`src/rtl/mul_pkg.sv`:
```
// Shared types and defaults for the sequential shift-and-add multiplier.
package mul_pkg;

  localparam int unsigned MUL_WIDTH_DEFAULT = 32;

  typedef enum logic [1:0] {
    StIdle = 2'b00,
    StRun  = 2'b01,
    StDone = 2'b10
  } mul_state_t;

endpackage

```
`src/rtl/mul_shift_add.sv`:
```
// Shift-and-add datapath: mcand, accumulator, multiplier shift register and sign fix-up.
// Optional two's-complement operands when MUL_SIGNED_EN is defined.
module mul_shift_add
  import mul_pkg::*;
#(
  parameter int unsigned WIDTH = MUL_WIDTH_DEFAULT
) (
  input  logic               clk,
  input  logic               rst_n,
  input  logic               load,
  input  logic               step,
  input  logic [WIDTH-1:0]   a,
  input  logic [WIDTH-1:0]   b,
  output logic [2*WIDTH-1:0] result
);

  logic [WIDTH:0]     acc_q;
  logic [WIDTH-1:0]   q_q;
  logic [WIDTH-1:0]   mcand_q;
  logic [WIDTH:0]     sum;
  logic [WIDTH:0]     acc_nx;
  logic [WIDTH-1:0]   q_nx;
  logic [2*WIDTH-1:0] raw;
  logic [WIDTH-1:0]   op_a;
  logic [WIDTH-1:0]   op_b;

`ifdef MUL_SIGNED_EN
  logic neg_q;

  // Magnitudes; the most negative value maps onto 2^(WIDTH-1), which still fits unsigned.
  assign op_a = a[WIDTH-1] ? (~a + WIDTH'(1)) : a;
  assign op_b = b[WIDTH-1] ? (~b + WIDTH'(1)) : b;
`else
  assign op_a = a;
  assign op_b = b;
`endif

  always_comb begin
    sum    = q_q[0] ? (acc_q + {1'b0, mcand_q}) : acc_q;
    acc_nx = {1'b0, sum[WIDTH:1]};
    q_nx   = {sum[0], q_q[WIDTH-1:1]};
    raw    = {acc_nx[WIDTH-1:0], q_nx};
`ifdef MUL_SIGNED_EN
    result = neg_q ? (~raw + (2*WIDTH)'(1)) : raw;
`else
    result = raw;
`endif
  end

  always_ff @(posedge clk or negedge rst_n) begin
    if (!rst_n) begin
      acc_q   <= '0;
      q_q     <= '0;
      mcand_q <= '0;
`ifdef MUL_SIGNED_EN
      neg_q   <= 1'b0;
`endif
    end else if (load) begin
      acc_q   <= '0;
      q_q     <= op_b;
      mcand_q <= op_a;
`ifdef MUL_SIGNED_EN
      neg_q   <= a[WIDTH-1] ^ b[WIDTH-1];
`endif
    end else if (step) begin
      acc_q <= acc_nx;
      q_q   <= q_nx;
    end
  end

endmodule

```
`src/rtl/seq_multiplier.sv`:
```
// Sequential multiplier top: control FSM, iteration counter, result register and handshake.
// Define MUL_SIGNED_EN for two's-complement operands.
module seq_multiplier
  import mul_pkg::*;
#(
  parameter int unsigned WIDTH = MUL_WIDTH_DEFAULT
) (
  input  logic             clk,
  input  logic             rst_n,
  input  logic             start,
  input  logic [WIDTH-1:0] a,
  input  logic [WIDTH-1:0] b,
  output logic             busy,
  output logic             done,
  output logic [WIDTH-1:0] product_hi,
  output logic [WIDTH-1:0] product_lo
);

  localparam int unsigned CntW = $clog2(WIDTH) + 1;

  mul_state_t         state_q;
  logic [CntW-1:0]    cnt_q;
  logic [2*WIDTH-1:0] prod_q;
  logic [2*WIDTH-1:0] result;
  logic               load;
  logic               step;
  logic               last_iter;

  assign load      = (state_q == StIdle) && start;
  assign step      = (state_q == StRun);
  assign last_iter = (cnt_q == CntW'(WIDTH - 1));

  mul_shift_add #(
    .WIDTH (WIDTH)
  ) u_datapath (
    .clk    (clk),
    .rst_n  (rst_n),
    .load   (load),
    .step   (step),
    .a      (a),
    .b      (b),
    .result (result)
  );

  // The result register only moves on RUN->DONE, so partial sums are never visible.
  always_ff @(posedge clk or negedge rst_n) begin
    if (!rst_n) begin
      state_q <= StIdle;
      cnt_q   <= '0;
      busy    <= 1'b0;
      done    <= 1'b0;
      prod_q  <= '0;
    end else begin
      unique case (state_q)
        StIdle: begin
          done <= 1'b0;
          if (start) begin
            state_q <= StRun;
            cnt_q   <= '0;
            busy    <= 1'b1;
          end
        end
        StRun: begin
          cnt_q <= cnt_q + CntW'(1);
          if (last_iter) begin
            state_q <= StDone;
            busy    <= 1'b0;
            done    <= 1'b1;
            prod_q  <= result;
          end
        end
        StDone: begin
          state_q <= StIdle;
          done    <= 1'b0;
        end
        default: begin
          state_q <= StIdle;
          busy    <= 1'b0;
          done    <= 1'b0;
        end
      endcase
    end
  end

  assign product_hi = prod_q[2*WIDTH-1:WIDTH];
  assign product_lo = prod_q[WIDTH-1:0];

endmodule

```
`config.mk`:
```
export PLATFORM = sky130hd
export DESIGN_NAME = seq_multiplier
export DESIGN_NICKNAME = d
export VERILOG_FILES = /design/src/rtl/mul_pkg.sv /design/src/rtl/mul_shift_add.sv /design/src/rtl/seq_multiplier.sv
export SDC_FILE = /design/constraint.sdc
export NUM_CORES = 1
export LEC_CHECK = 0
export ABC_AREA = 1
export BUFFER_PORTS_ARGS = -buffer_cell sky130_fd_sc_hd__buf_2
export CAP_MARGIN = 20
export CORE_MARGIN = 5
export CORE_UTILIZATION = 50
export CTS_CLUSTER_SIZE = 16
export DETAILED_ROUTE_END_ITERATION = 8
export PLACE_DENSITY = 0.84
export SETUP_SLACK_MARGIN = 0.05
export SYNTH_ARGS = -nofsm -noshare
export SYNTH_HDL_FRONTEND = slang
export SYNTH_SLANG_ARGS = --single-unit
```
`constraint.sdc`:
```
create_clock -name clk -period 1.9 [get_ports clk]
set_input_delay 0.19 -clock clk [delete_from_list [all_inputs] [get_ports clk]]
set_output_delay 0.19 -clock clk [all_outputs]
set_load 0.05 [all_outputs]
```
==> results.ini <==
[outcome]
outcome = complete, but fails checks
violations = setup timing

[floorplan]
dieArea_sq_um = 21500
num_rows = 50
ios = 133
die_w_um = 147
die_h_um = 147
coreArea_sq_um = 18500
initial_core_util = 0.504

[finish]
num-nets-final = 1624
final_cell_mix = nand2_1, dfrtp_1, inv_1
ff_latch_area_sq_um = 4260
multi_input_area_sq_um = 5250
drive_gt1_frac = 0.327
final_common_cell = nand2_1
diodes = 0
area_growth_syn_to_layout_pct = 42.1
fin_cells = 1770
fillers = 1298

[synthesis]
seq_area_frac_synth = 0.456
postSynthAreaPerCell_sq_um = 7.45
synth.net_count = 1354
async_flop_share = 1.00
synth-edff-count = 0
synthFlopType = dfrtp_1
yosys_register_bits = 170
syn_inst = 1253
ys_types = 37
synth-warning-count = 0
synth_area_sq_um = 9330

[timing]
hold_viol_final = 0
fin_skew_ps = 15.4
finalSetupViolations = 28
hold_ws_ps = 11.0
slew_viol_final = 0
fmax_mhz = 501
fin_ws_ps = -96.3
min_period_over_period = 1.05
tightest_slew_ps = 465
grt_setup_unrepaired = yes
relSlewSlack = 0.690
min_period_ps = 2000

[global_routing]
grt.overflow.total = 0
grt_max_degree = 81
antenna_found_initial = 0
track_usage = 0.269
grt_pass1_vias = 9528
grt_pass1_wl_um = 47100

[clock_tree]
clk_pin_slew_ps = 70
htreeDepth = 4
cts_sinks = 170
cts_buffers = 17
cts_tree = yes
clkLatencyLatePin_ps = 440
clockBufferDepth = 2
cts_root_buf = clkbuf_16

[critical_path]
worst-r2r-cell-count = 12
path_delay_family = simple AND/OR/NAND/NOR gates
crit_arrival_ps = 2310
reg2reg_from = u_datapath.acc_q[0]
crit_path_frequent_cell = nand3_2
worstPathMaxFanout = 4
critical_path_required_ps = 2220
cp_slowest_stage_delay_ps = 430
critical_path_class = reg2reg
cpMaxStageDelayCell = dfrtp_1
end_kind = flip-flop
critical_path.startpoint_type = flip-flop
reg2reg_slack_ps = -100
cp_cell_sequence = ha_4 -> fa_2 -> nand3_2 -> nand3_4 -> nand2_2 -> nand2_4 -> nand2_2 -> nand2_1 -> nand2_1 -> nand3_2 -> nand3_2 -> o21ai_1
path_buf_inv = 0
timing.rr.end = u_datapath.acc_q[15]

[hold_path]
hold_path_class = in2reg
hold_depth = 3
min_from = b[1]
min_to = u_datapath.q_q[1]

[detailed_routing]
wire_per_inst_um = 17.1
route.detailed.drc = 0
ant_nets = 0
wirelength_um = 30300
routed_via_density = 5.35
drtPass1Iterations = 5
drt_iter0_drc = 738
num_vias = 9474

[placed_design]
place_ws_ps = -206
dp_hpwl_um = 18600
dp_cells = 1656
io_buffers = 132
gp_congestion = 0.988

[run]
maxCapViolations = 0

## cells by family after synthesis
| kind of cell | after synthesis | share of synthesized area |
|---|---|---|
| simple gates | 679 | 0.296 |
| buf+inv | 219 | 0.0966 |
| flops | 170 | 0.456 |
| compound gates | 137 | 0.0916 |
| fa+ha+maj | 34 | 0.0464 |
| xor+xnor | 14 | 0.0131 |
## stage by stage
step / util / TNS, ps / cell area [sq um]
2_1_floorplan: - / 0 / 9340
3_3_place_gp: 0.579 / -1930 / 10700
3_5_place_dp: 0.579 / -3030 / 10700
4_1_cts: 0.683 / -40.9 / 12600
5_1_grt: 0.716 / -5130 / 13300
6_report: 0.716 / -1430 / 13300
## state kept, by name, indices dropped and copies added (netlist names)
signal and cells:
u_datapath.q_q 32, u_datapath.acc_q 32, busy 1, state_q 2
done 1, u_datapath.mcand_q 32, cnt_q 6, prod_q 64
## final cells by class
cell class,count,area share
inverters,176,0.0502
well taps,234,0.0221
clock inverters,15,0.0167
flip-flops and latches,170,0.321
clock buffers,17,0.0321
multi-input cells,864,0.396
repair buffers,294,0.162
## metal layers
metal	part of all wire	vias to the layer above	GRT usage
met5	0	-	0
met4	0.024	0	0.0814
met3	0.074	67	0.0587
met2	0.51	427	0.468
met1	0.39	4515	0.336
li1	-	4465	-
## worst max path at each step
| stage | startpoint | to | slack (ps) | cells after the start |
|---|---|---|---|---|
| after floorplan | u_datapath.mcand_q[0] | prod_q[55] | 60 | 12 |
| after global placement | u_datapath.mcand_q[9] | prod_q[50] | -140 | 12 |
| after detailed placement | u_datapath.acc_q[0] | u_datapath.acc_q[7] | -210 | 10 |
| after CTS | u_datapath.mcand_q[0] | u_datapath.acc_q[23] | -10 | 12 |
| after global routing | u_datapath.acc_q[10] | u_datapath.acc_q[13] | -190 | 11 |
| final | u_datapath.acc_q[0] | u_datapath.acc_q[15] | -100 | 12 |
## worst reg2reg max path, delay by kind of cell (launching register included)
kind / cells / cell delay [ps]
adders and majority gates: 2 / 600
and+or+nand+nor: 9 / 780
AOI/OAI and AO/OA: 1 / 60
DFF: 1 / 430
## cell usage after synthesis, types with 2 or more instances
cell / instances / area [sq um]
buf_6: 8 / 90.1
dfrtp_1: 170 / 4250
inv_1: 171 / 642
nand3_1: 94 / 470
nand2_2: 2 / 12.5
xor2_1: 2 / 17.5
xnor2_1: 12 / 105
nand4_1: 3 / 18.8
nor2_1: 48 / 180
inv_2: 5 / 18.8
buf_1: 2 / 7.51
nor2_4: 2 / 22.5
or2_2: 8 / 50.1
buf_2: 15 / 75.1
o221ai_1: 29 / 254
a21oi_1: 25 / 125
o21ai_1: 41 / 205
o211ai_1: 3 / 22.5
ha_1: 33 / 413
o21bai_1: 3 / 22.5
nand2_1: 507 / 1900
clkbuf_1: 18 / 67.6
nor3_1: 5 / 25.0
o21ai_0: 20 / 100
o22ai_1: 5 / 31.3
or2_1: 4 / 25.0
o21ai_2: 8 / 70.1
## timing repair
action / CTS / global route
pin swaps: 29 / 58
hold buffers: 62 / 0
cloned: 0 / 1
endpoints found under the setup margin: 58 / 83
setup buffers: 3 / 16
gates resized for setup: 118 / 134
endpoints found under the hold margin: 98 / 0
Power is not shown: default switching activity piles up to over one toggle a cycle in this logic, so the estimate is an artifact.
